`src/rtl/ifu.sv`:
```
// ---------------------------------------------------------------------------
// ifu -- instruction fetch unit for a multi-cycle MIPS-style core.
//
// A two-state FSM alternates FETCH (request the word at PC from instruction
// memory, wait for imem_ready) and EXEC (hold the fetched instruction for the
// rest of the core, optionally stretched by stall). Leaving EXEC loads the
// next PC chosen by NPCop.
//
// Ports:
//   clk          clock, all state on the rising edge
//   reset_n      asynchronous active-low reset
//   NPCop[2:0]   next-PC select: 000 PC+4, 001 beq, 010 jal, 011 jr, else PC+4
//   Zero         ALU equality flag, only used for beq
//   RA[31:0]     jr target (GPR[rs])
//   stall        holds the current instruction in EXEC
//   imem_req     instruction-memory read request (FETCH only)
//   imem_addr    word-aligned fetch address
//   imem_ready   memory accepts/returns data this cycle
//   imem_rdata   returned instruction word
//   instr        registered current instruction
//   opcode/Func  instr[31:26] / instr[5:0]
//   instr_valid  high only in EXEC
//   PC / PC4     current instruction address / PC+4 (jal link value)
// ---------------------------------------------------------------------------
module ifu #(
    parameter logic [31:0] RESET_PC = 32'h0000_3000
) (
    input  logic        clk,
    input  logic        reset_n,
    input  logic [2:0]  NPCop,
    input  logic        Zero,
    input  logic [31:0] RA,
    input  logic        stall,
    output logic        imem_req,
    output logic [31:0] imem_addr,
    input  logic        imem_ready,
    input  logic [31:0] imem_rdata,
    output logic [31:0] instr,
    output logic [5:0]  opcode,
    output logic [5:0]  Func,
    output logic        instr_valid,
    output logic [31:0] PC,
    output logic [31:0] PC4
);

    typedef enum logic {
        S_FETCH = 1'b0,
        S_EXEC  = 1'b1
    } state_t;

    state_t      r_state;
    logic [31:0] r_pc;
    logic [31:0] r_instr;
    logic        r_req;
    logic        r_valid;

    logic [31:0] w_pc4;
    logic [31:0] w_br_off;
    logic [31:0] w_npc;

    assign w_pc4    = r_pc + 32'd4;
    // Branch offset is a signed word count; scale to bytes after sign extension.
    assign w_br_off = {{14{r_instr[15]}}, r_instr[15:0], 2'b00};

    always_comb begin
        w_npc = w_pc4;
        case (NPCop)
            3'b001:  w_npc = Zero ? (w_pc4 + w_br_off) : w_pc4;
            3'b010:  w_npc = (w_pc4 & 32'hF000_0000) | {4'b0000, r_instr[25:0], 2'b00};
            3'b011:  w_npc = RA & 32'hFFFF_FFFC;
            default: w_npc = w_pc4;
        endcase
    end

    // r_req is cleared by reset so no request is visible while reset_n is low;
    // the first edge after release raises it, which opens the first FETCH.
    always_ff @(posedge clk or negedge reset_n) begin
        if (!reset_n) begin
            r_state <= S_FETCH;
            r_pc    <= RESET_PC;
            r_instr <= 32'h0;
            r_req   <= 1'b0;
            r_valid <= 1'b0;
        end else if (r_state == S_FETCH) begin
            if (r_req && imem_ready) begin
                r_state <= S_EXEC;
                r_instr <= imem_rdata;
                r_req   <= 1'b0;
                r_valid <= 1'b1;
            end else begin
                r_req   <= 1'b1;
            end
        end else begin
            // NPCop/Zero/RA only matter on this exit edge.
            if (!stall) begin
                r_state <= S_FETCH;
                r_pc    <= w_npc;
                r_req   <= 1'b1;
                r_valid <= 1'b0;
            end
        end
    end

    assign imem_req    = r_req;
    assign imem_addr   = r_pc & 32'hFFFF_FFFC;
    assign instr       = r_instr;
    assign opcode      = r_instr[31:26];
    assign Func        = r_instr[5:0];
    assign instr_valid = r_valid;
    assign PC          = r_pc;
    assign PC4         = w_pc4;

endmodule

```
`config.mk`:
```
export PLATFORM = sky130hd
export DESIGN_NAME = ifu
export DESIGN_NICKNAME = d
export VERILOG_FILES = /design/src/rtl/ifu.sv
export SDC_FILE = /design/constraint.sdc
export NUM_CORES = 1
export LEC_CHECK = 0
export ABC_AREA = 1
export BUFFER_PORTS_ARGS = -buffer_cell sky130_fd_sc_hd__buf_2
export CORE_AREA = 8 8 103 152
export CTS_BUF_LIST = sky130_fd_sc_hd__clkbuf_16
export DETAILED_ROUTE_END_ITERATION = 7
export DIE_AREA = 0 0 111 160
export GPL_TIMING_DRIVEN = 0
export PLACE_DENSITY = 0.78
export SYNTH_ARGS = -nofsm -noshare
export SYNTH_HDL_FRONTEND = slang
export SYNTH_SLANG_ARGS = --single-unit
```
`constraint.sdc`:
```
create_clock -name clk -period 2.9 [get_ports clk]
set_clock_uncertainty 0.05 [all_clocks]
set_input_delay 0.145 -clock clk [delete_from_list [all_inputs] [get_ports clk]]
set_output_delay 0.145 -clock clk [all_outputs]
set_load 0.02 [all_outputs]
```
==> impl_metrics.csv, run 1 <==
group,metric,value,unit
status,outcome,"finished with violations",
status,violations,"DRC, setup timing",
critical_path,critPathBufInv,4,
clock_network,clock-sinks,65,
synth,synth-warning-count,0,
critical_path,r2r-end,"PC[27]",
critical_path,cp_slowest_cell,"dfrtp_2",
grt,antenna_found_initial,0,
synth,syn_inst,997,
routing,totalWireLength,28000,um
grt,grt_max_degree,66,
routing,first_iter_violations,567,
routing,postRouteAntennaNets,0,
synth,ys_seq_area_frac,0.247,
critical_path,crit_family,"simple AND/OR/NAND/NOR gates",
clock_network,cts_tree,"built",
synth,syn_area,0.00660,mm2
clock_network,cts_buffers,9,
placement,dp_cells,1368,
grt,grt_pass1_wl,41200,um
critical_path,critPathMaxStageDelay,430,ps
critical_path,ff2ff_setup_slack,-100,ps
critical_path,crit_path_cell_trace,"ha_4, nand2_4, inv_4, nand3_4, nor2_4, xor2_2, inv_2, ha_4, nand2_4, nor2_4, inv_2, nor3_4, nand4_1, nand2_1, nand2_1, nand3_2, nand3_2, nand2_1, inv_1",
placement,dp_slack,-701,ps
clock_network,h-tree-depth,3,
layout,area_delta_synth_final,49.9,%
timing,final.min_clock_period,3000,ps
layout,mostFrequentLayoutCell,"nand2_1",
layout,nets,1406,
clock_network,clockBufferDepth,2,
routing,drtPass1Iterations,8,
timing,max_slew_margin,0.408,
layout,final_cell_mix,"nand2_1 (226), buf_2 (209), inv_1 (133), buf_4 (97), nand2_2 (47)",
routing,drt-vias-per-instance,5.54,
placement,routabilityCongestion,0.981,
clock_network,clk_latency,340,ps
timing,grt_setup_unrepaired,"yes",
synth,synth_seq_cells,65,
floorplanning,die_w,111,um
critical_path,start_kind,"flop",
critical_path,crit_arrival,3190,ps
routing,wl_per_cell,19.1,um
placement,portBuffers,204,
timing,setup_viol,10,
layout,drive_gt1_frac,0.457,
grt,grtUsageTotal,0.288,
layout,antennaDiodeCount,0,
critical_path,required,3080,ps
critical_path,crit_type,"reg -> reg",
timing,hold_violations,0,
critical_path,crit_path_end_kind,"flop",
synth,ys_types,44,
critical_path,worst-r2r-cell-count,19,
floorplanning,rows,52,
timing,min_period_over_period,1.04,
timing,final.setup.worst_slack,-104,ps
min_path,min_from,"imem_rdata[1]",
routing,vias,8115,
timing,worst_pin_slew,888,ps
critical_path,cp_common_cell,"nand2_1",
timing,report.final.slew_viol_count,0,
routing,route.detailed.drc,4,
floorplanning,die-area,0.0178,mm2
grt,overflow,0,
job,drv_cap,0,
layout,final_cell_count_no_fill,1466,
floorplanning,die_h,160,um
floorplanning,coreArea,0.0133,mm2
critical_path,critical_path.max_fanout,6,
floorplanning,io_pins,214,
placement,dp.final_hpwl,20400,um
clock_network,cts.reportedPaths.clkPinSlew,60,ps
grt,grt_pass1_vias,8015,
timing,hold_ws,10.1,ps
critical_path,r2r_start,"PC[2]",
placement,dpl-instance-area,0.00787,mm2
synth,avgSynthCellArea,6.62,um2
layout,fin_area,0.00990,mm2
timing,fmax,333,MHz
clock_network,root_buffer,"clkbuf_16",
min_path,hold-path-endpoint,"instr[1]",
min_path,whs_path_depth,3,
floorplanning,start_util,0.495,
min_path,hold_class,"in -> reg",
## area by class of cell
cell class / count / area (um2)
timing repair buffer: 286 / 1730
clock inverter: 7 / 45.0
tap: 162 / 203
sequential: 65 / 1650
inverter: 161 / 612
fill: 997 / 3440
buffer: 65 / 432
multi-input combinational: 711 / 5000
clock buffer: 9 / 225
## flip-flops by register name, indices dropped and copies added, names as in the netlist
signal	cells
PC	30
imem_req	1
instr	32
instr_valid	1
r_state	1
## tightest hold or removal path: stages
cell     delay (ps)
buf_2            80
nor2_1           30
a21oi_1         100
## synthesized netlist by cell type (all sizes together)
cell | number | share of area
nand2 | 291 | 0.17
inv | 160 | 0.091
nor2 | 91 | 0.064
dfrtp | 63 | 0.24
nand3 | 59 | 0.048
buf | 54 | 0.059
o21ai | 45 | 0.035
a21oi | 39 | 0.030
ha | 34 | 0.064
mux2 | 30 | 0.051
a22oi | 21 | 0.024
xor2 | 14 | 0.019
nand4 | 13 | 0.012
nor3 | 12 | 0.012
clkbuf | 11 | 0.0063
xnor2 | 11 | 0.015
nand3b | 9 | 0.010
o21bai | 9 | 0.010
o22ai | 5 | 0.0047
a21o | 4 | 0.0045
a221oi | 4 | 0.0053
and2 | 3 | 0.0028
or2 | 3 | 0.0028
a211oi | 2 | 0.0023
a41oi | 2 | 0.0027
dfstp | 2 | 0.0080
o211ai | 2 | 0.0023
clkinv | 1 | 0.00057
conb | 1 | 0.00057
fa | 1 | 0.0030
o32a | 1 | 0.0015
## through the flow
step / utilization / setup TNS, ps
5_1_grt: 0.742 / -2610
3_5_place_dp: 0.590 / -8140
2_1_floorplan: - / 0
3_3_place_gp: 0.590 / -7460
6_report: 0.742 / -439
4_1_cts: 0.695 / -3.63
## worst max path at each step
stage | startpoint | to | slack, ps | cells after the start
4_1_cts | PC[3] | PC[19] | -4 | 19
3_3_place_gp | PC[8] | PC[24] | -670 | 20
3_5_place_dp | PC[8] | PC[24] | -700 | 20
2_1_floorplan | PC[4] | PC[28] | 10 | 20
5_1_grt | PC[15] | PC[27] | -240 | 17
6_report | PC[2] | PC[27] | -100 | 19
## timing repair
item / 4_1_cts / 5_1_grt
buffers inserted: 33 / 18
pin swaps: 38 / 62
hold endpoints to repair: 93 / 0
resized for setup: 131 / 137
setup endpoints to repair: 21 / 22
hold buffers: 31 / 0
## metal layers
layer	share of wire	GRT usage	vias up
li1	-	-	3741
met1	0.34	0.300	3790
met2	0.51	0.511	461
met3	0.084	0.0675	123
met4	0.060	0.175	0
met5	0	0	-
## logic make-up (layout without fill, tap and decap cells)
| group | count (synthesis) | count (layout) | share of synthesized area |
|---|---|---|---|
| XOR/XNOR | 25 | 25 | 0.0332 |
| buffers and inverters | 226 | 528 | 0.157 |
| AO/OA/AOI/OAI | 134 | 134 | 0.122 |
| AND/OR/NAND/NOR | 481 | 481 | 0.322 |
| multiplexers | 30 | 30 | 0.0512 |
| adder cells (fa/ha/maj) | 35 | 35 | 0.0675 |
| flip-flops | 65 | 65 | 0.247 |
| other | 1 | 6 | 0.000568 |
Power of run 1 is not shown: default switching activity piles up to over one toggle a cycle in this logic, so the estimate is an artifact.
==> run 2: changes to the inputs <==
- BUFFER_PORTS_ARGS: -buffer_cell sky130_fd_sc_hd__buf_2 -> -buffer_cell sky130_fd_sc_hd__buf_4
==> impl_metrics.csv, run 2 (same netlist as run 1, synthesis figures left out) <==
group,metric,value,unit
power,p_leak,5.32,nW
grt,grt_max_degree,66,
routing,drtPass1Iterations,8,
critical_path,crit_type,"reg -> reg",
layout,fillers,870,
timing,fmax,321,MHz
layout,fin_area,0.0107,mm2
layout,largest_reg_flops,32,
placement,portBuffers,204,
clock_network,h-tree-depth,3,
critical_path,crit_path_end_kind,"flop",
layout,antennaDiodeCount,0,
timing,final.setup.worst_slack,-219,ps
status,outcome,"finished with violations",
critical_path,endpoint,"PC[20]",
grt,grt_pass1_wl,42500,um
floorplanning,coreArea,0.0133,mm2
job,drv_cap,0,
grt,use_met1,0.292,
placement,dp_cells,1368,
critical_path,start_kind,"flop",
critical_path,critical_path.max_fanout,5,
critical_path,required,3090,ps
timing,hold_violations,1,
min_path,min_from,"imem_rdata[19]",
routing,vias,8550,
layout,mostFrequentLayoutCell,"buf_4",
grt,grt_pass1_vias,8150,
layout,multi_input_area,0.00509,mm2
critical_path,worst-r2r-cell-count,19,
floorplanning,rows,52,
layout,seq_area,0.00166,mm2
layout,nets,1424,
clock_network,clk_latency,350,ps
floorplanning,io_pins,214,
timing,worst_pin_slew,911,ps
critical_path,ff2ff_setup_slack,-220,ps
timing,report.final.slew_viol_count,0,
status,violations,"hold timing, setup timing",
clock_network,cts.reportedPaths.clkPinSlew,60,ps
clock_network,root_buffer,"clkbuf_16",
grt,gr-usage-met3,0.0772,
grt,overflow,0,
placement,dp.final_hpwl,20800,um
routing,route.detailed.drc,0,
layout,area_delta_synth_final,62.2,%
layout,drive_gt1_frac,0.477,
clock_network,clockBufferDepth,2,
layout,final_cell_mix,"buf_4 (317), nand2_1 (231), inv_1 (128), nand2_2 (44), nand3_1 (42)",
timing,min_period_over_period,1.08,
clock_network,cts_tree,"built",
power,power_density,1560,mW/mm2
critical_path,r2r-end,"PC[20]",
grt,busiest_layer,"met2",
timing,max_slew_margin,0.392,
critical_path,crit_arrival,3310,ps
clock_network,cts_buffers,9,
critical_path,r2r_start,"PC[2]",
timing,hold_ws,-4.57,ps
routing,drt-vias-per-instance,5.76,
routing,postRouteAntennaNets,0,
placement,routabilityCongestion,0.985,
timing,final.min_clock_period,3120,ps
power,irDropWorstVdd,1010,uV
timing,setup_viol,18,
critical_path,critPathLaunch,"PC[2]",
floorplanning,die_w,111,um
floorplanning,start_util,0.495,
min_path,hold_class,"in -> reg",
layout,final_cell_count_no_fill,1484,
placement,dpl-instance-area,0.00838,mm2
grt,grtUsageTotal,0.297,
routing,first_iter_violations,961,
timing,grt_setup_unrepaired,"yes",
routing,totalWireLength,31800,um
grt,met2_usage,0.526,
clock_network,clock-sinks,65,
floorplanning,die_h,160,um
grt,antenna_found_initial,0,
floorplanning,die-area,0.0178,mm2
routing,wl_per_cell,21.4,um
==> run 2: worst min path at each step <==
stage | to | slack [ps] | cells past startpoint
2_1_floorplan | PC[10] | -200 | 0
3_3_place_gp | instr[30] | 260 | 1
3_5_place_dp | instr[30] | 260 | 1
4_1_cts | instr[19] | 1 | 2
5_1_grt | instr[19] | 20 | 2
6_report | instr[19] | -5 | 2
==> run 2: power breakdown <==
| part | internal, mW | switching (mW) |
|---|---|---|
| Combinational | 5.47 | 7.79 |
| Clock | 0.763 | 0.495 |
| Sequential | 1.39 | 0.787 |
==> run 2: metrics by stage <==
step           hold slack [ps]  setup slack (ps)  power, mW   util  setup TNS, ps
2_1_floorplan             -201              12.7       8.28      -              0
3_3_place_gp               261              -613       11.5  0.628          -7480
6_report                 -4.57              -219       16.7  0.803          -1610
4_1_cts                   1.41             -17.2       14.1  0.733          -35.0
3_5_place_dp               259              -636       11.6  0.628          -8110
5_1_grt                   18.8              -642       17.6  0.803          -6210
==> run 2: repair_timing <==
action / in CTS / in global routing
endpoints found under the setup margin: 21 / 24
gates resized for setup: 113 / 169
setup buffers: 36 / 33
hold buffers: 31 / 0
hold endpoints to repair: 93 / 0
pin swaps: 34 / 81
==> run 2: cell type report <==
cell class | count | area share
clock inverter | 7 | 0.00958
multi-input combinational | 711 | 0.476
timing repair buffer | 304 | 0.223
inverter | 161 | 0.0571
tap | 162 | 0.0189
sequential | 65 | 0.155
buffer | 65 | 0.0403
clock buffer | 9 | 0.0210
==> run 2: layer usage <==
layer,wire length [um],share of wire,vias to the layer above
met5,0,0,-
met4,2670,0.084,0
met3,3080,0.097,218
met2,15600,0.49,586
met1,10500,0.33,3963
li1,-,-,3783
==> run 2: critical path: stages, from the launching register on <==
cell and delay [ps]:
dfrtp_2 450, ha_4 190, nand2_4 90, inv_4 50
nand3_4 110, buf_4 150, xor2_2 160, inv_1 110
ha_4 320, nand2_2 120, nor2_4 150, nand3_1 130
nand3b_1 330, nand2_1 140, nand3_1 100, nand3_1 70
nand2_1 120, nand2_1 60, nand2_1 60, nand2_1 50
(Power assumes the default switching activity.)
==> run 3: changes to the inputs <==
- ABC_AREA: 1 -> not set
- CORE_AREA: 8 8 103 152 -> 8 8 96 142
- DIE_AREA: 0 0 111 160 -> 0 0 104 150
- PLACE_DENSITY: 0.78 -> 0.8
==> impl_metrics.csv, run 3 <==
group,metric,value,unit
status,outcome,"finished with violations",
status,violations,"setup timing",
layout,seq_area,0.00165,mm2
floorplanning,coreArea,0.0116,mm2
routing,wl_met2,13200,um
layout,multi_input_area,0.00444,mm2
routing,drt-vias-per-instance,5.85,
synth,synth-warning-count,0,
clock_network,root_buffer,"clkbuf_16",
critical_path,crit_type,"reg -> reg",
floorplanning,die_h,150,um
clock_network,h-tree-depth,3,
clock_network,clock-sinks,65,
floorplanning,io_pins,214,
synth,ys_types,70,
power,p_int,7.22,mW
layout,final_cell_mix,"buf_4 (327), nand2_1 (53), dfrtp_1 (50), nor2_1 (48), mux2_2 (33)",
layout,final_cell_count_no_fill,1138,
timing,max_slew_margin,0.224,
layout,antennaDiodeCount,0,
timing,finalSetupTns,-13680,ps
layout,drive_gt1_frac,0.538,
floorplanning,die-area,0.0156,mm2
power,switchingPower,6.61,mW
power,p_leak,4.56,nW
critical_path,critical_path.max_fanout,4,
routing,drtPass1Iterations,5,
timing,worst_pin_slew,1160,ps
routing,met1_length,8140,um
clock_network,cts.reportedPaths.clkPinSlew,60,ps
floorplanning,rows,49,
critical_path,critPathBufInv,2,
routing,highest_layer,"met4",
power,clockPowerShare,0.088,
floorplanning,start_util,0.485,
timing,report.final.slew_viol_count,0,
critical_path,worst-r2r-cell-count,17,
critical_path,crit_path_end_kind,"flop",
layout,largest_reg_flops,32,
synth,synthFlopType,"dfrtp_1",
floorplanning,die_w,104,um
layout,area_delta_synth_final,70.6,%
routing,first_iter_violations,423,
timing,min_period_over_period,1.32,
synth,synthTopCellsByCount,"dfrtp_1 (63), nand2_1 (58), nor2_1 (56)",
layout,fillers,695,
synth,synth_area_leaders,"dfrtp_1 (28%), ha_1 (7.5%), mux2_2 (6.8%), buf_4 (6.4%), xnor2_1 (4.7%)",
grt,grtUsageTotal,0.294,
power,swShare,0.478,
placement,portBuffers,204,
clock_network,cts_buffers,9,
synth,syn_inst,644,
timing,fmax,260,MHz
layout,nets,1087,
synth,yosys.cell_count.top_type,"dfrtp_1",
placement,dp_cells,1006,
grt,grt_pass1_wl,36400,um
placement,dp.final_hpwl,16400,um
critical_path,critPathMaxStageDelay,430,ps
grt,antenna_found_initial,0,
critical_path,crit_path_cell_trace,"nand4_4, buf_6, nor3_4, nor2b_4, and3_4, xor2_4, ha_4, and3_4, nand4_1, nor2_2, o211ai_1, a31oi_4, o211ai_1, buf_4, a211oi_2, xor2_1, a21o_1",
power,pwr-share-seq,0.156,
clock_network,clockBufferDepth,2,
timing,hold_ws,1.37,ps
routing,totalWireLength,25200,um
synth,synth_top_cell_area_share,0.279,
timing,final.setup.worst_slack,-941,ps
timing,hold_violations,0,
clock_network,clk_latency,350,ps
power,pwr-share-comb,0.755,
routing,vias,6660,
timing,grt_setup_unrepaired,"yes",
critical_path,start_kind,"flop",
routing,dr_wl_met3,2280,um
grt,grt_max_degree,66,
routing,route.detailed.drc,0,
critical_path,crit_family,"simple AND/OR/NAND/NOR gates",
synth,synth_top_area_cell,"dfrtp_1",
timing,setup_viol,20,
timing,final.min_clock_period,3840,ps
grt,overflow,0,
power,irDropWorstVdd,1040,uV
synth,synth_edf_count,0,
placement,routabilityCongestion,0.985,
power,power_density,1440,mW/mm2
critical_path,crit_arrival,4070,ps
min_path,hold_class,"in -> reg",
layout,mostFrequentLayoutCell,"buf_4",
synth,ys_seq_area_frac,0.288,
routing,wl_per_cell,22.2,um
critical_path,critical_path_depth,17,
clock_network,cts_tree,"built",
synth,synth_seq_cells,65,
synth,async_flop_share,1.00,
synth,avgSynthCellArea,8.77,um2
routing,postRouteAntennaNets,0,
synth,syn_area,0.00565,mm2
critical_path,cp_slowest_cell,"dfrtp_2",
job,drv_cap,0,
critical_path,required,3130,ps
min_path,whs_path_depth,2,
grt,grt_pass1_vias,6906,
## run 3: changes by cell type in the layout (fill, tap and decap cells not counted), sizes merged, moves of 7 or more
cell    previous run  this run
xnor2             11        31
nand2b             0         9
inv              162        13
buf              327       343
mux2i              0        24
a31oi              0        13
nand3b             9         2
nor2              91        57
nand3             59        17
a21o               4        17
a22oi             21         2
and3               0        15
nand2            291        58
## run 3: final cells by class
| cell class | count | share of cell area |
|---|---|---|
| inverter | 13 | 0.00506 |
| buffer | 71 | 0.0483 |
| multi-input combinational | 499 | 0.460 |
| sequential | 65 | 0.171 |
| timing repair buffer | 321 | 0.262 |
| tap | 153 | 0.0199 |
| clock buffer | 9 | 0.0234 |
| clock inverter | 7 | 0.00987 |
## run 3: path summary, 6_finish.rpt
check / from / to / slack (ps)
max: PC[8] / PC[28] / -940
min: imem_rdata[1] / instr[1] / 1
max reg2reg: PC[8] / PC[28] / -940
min reg2reg: instr_valid / instr_valid / 450
max in group asynchronous: reset_n / PC[18] / 1700
min in group asynchronous: reset_n / instr[7] / 430
## run 3: cell families after synthesis
family	after synthesis	share of synthesized area
buffers and inverters	85	0.0931
AO/OA/AOI/OAI	153	0.175
other	1	0.000664
AND/OR/NAND/NOR	198	0.174
adder cells (fa/ha/maj)	35	0.0789
XOR/XNOR	49	0.0793
flip-flops	65	0.288
multiplexers	58	0.110
## run 3: per-stage QoR
| stage | setup WS (ps) | total power [mW] | util | area [um2] |
|---|---|---|---|---|
| 2_1_floorplan | -833 | 7.14 | - | 5900 |
| 3_3_place_gp | -1400 | 9.66 | 0.654 | 7620 |
| 3_5_place_dp | -1430 | 9.81 | 0.654 | 7620 |
| 4_1_cts | -918 | 12.3 | 0.774 | 9020 |
| 5_1_grt | -1080 | 14.5 | 0.827 | 9630 |
| 6_report | -941 | 13.8 | 0.827 | 9630 |
## run 3: worst register-to-register path, delay by kind of cell, from the launching register on
kind,cells,cell delay [ps]
compound gates,5,1020
xor+xnor,2,300
fa+ha+maj,1,300
buf+inv,2,310
flops,1,430
simple gates,7,1380
## run 3: layer usage
layer / track usage / vias up
met2: 0.539 / 430
li1: - / 2929
met3: 0.0802 / 134
met1: 0.287 / 3167
met4: 0.188 / 0
met5: 0 / -
## run 3: power groups by stage
stage / clock [mW] / combinational, mW / sequential [mW]
2_1_floorplan: 0 / 4.68 / 2.46
3_3_place_gp: 0 / 7.58 / 2.08
3_5_place_dp: 0 / 7.70 / 2.11
4_1_cts: 1.20 / 9.01 / 2.11
5_1_grt: 1.26 / 11.0 / 2.23
6_report: 1.22 / 10.4 / 2.16
## run 3: timing repair
| item | in CTS | in global routing |
|---|---|---|
| hold endpoints to repair | 94 | 0 |
| setup buffers | 50 | 39 |
| pin swaps | 51 | 76 |
| hold buffers | 32 | 0 |
| resized for setup | 75 | 73 |
| setup endpoints to repair | 25 | 25 |
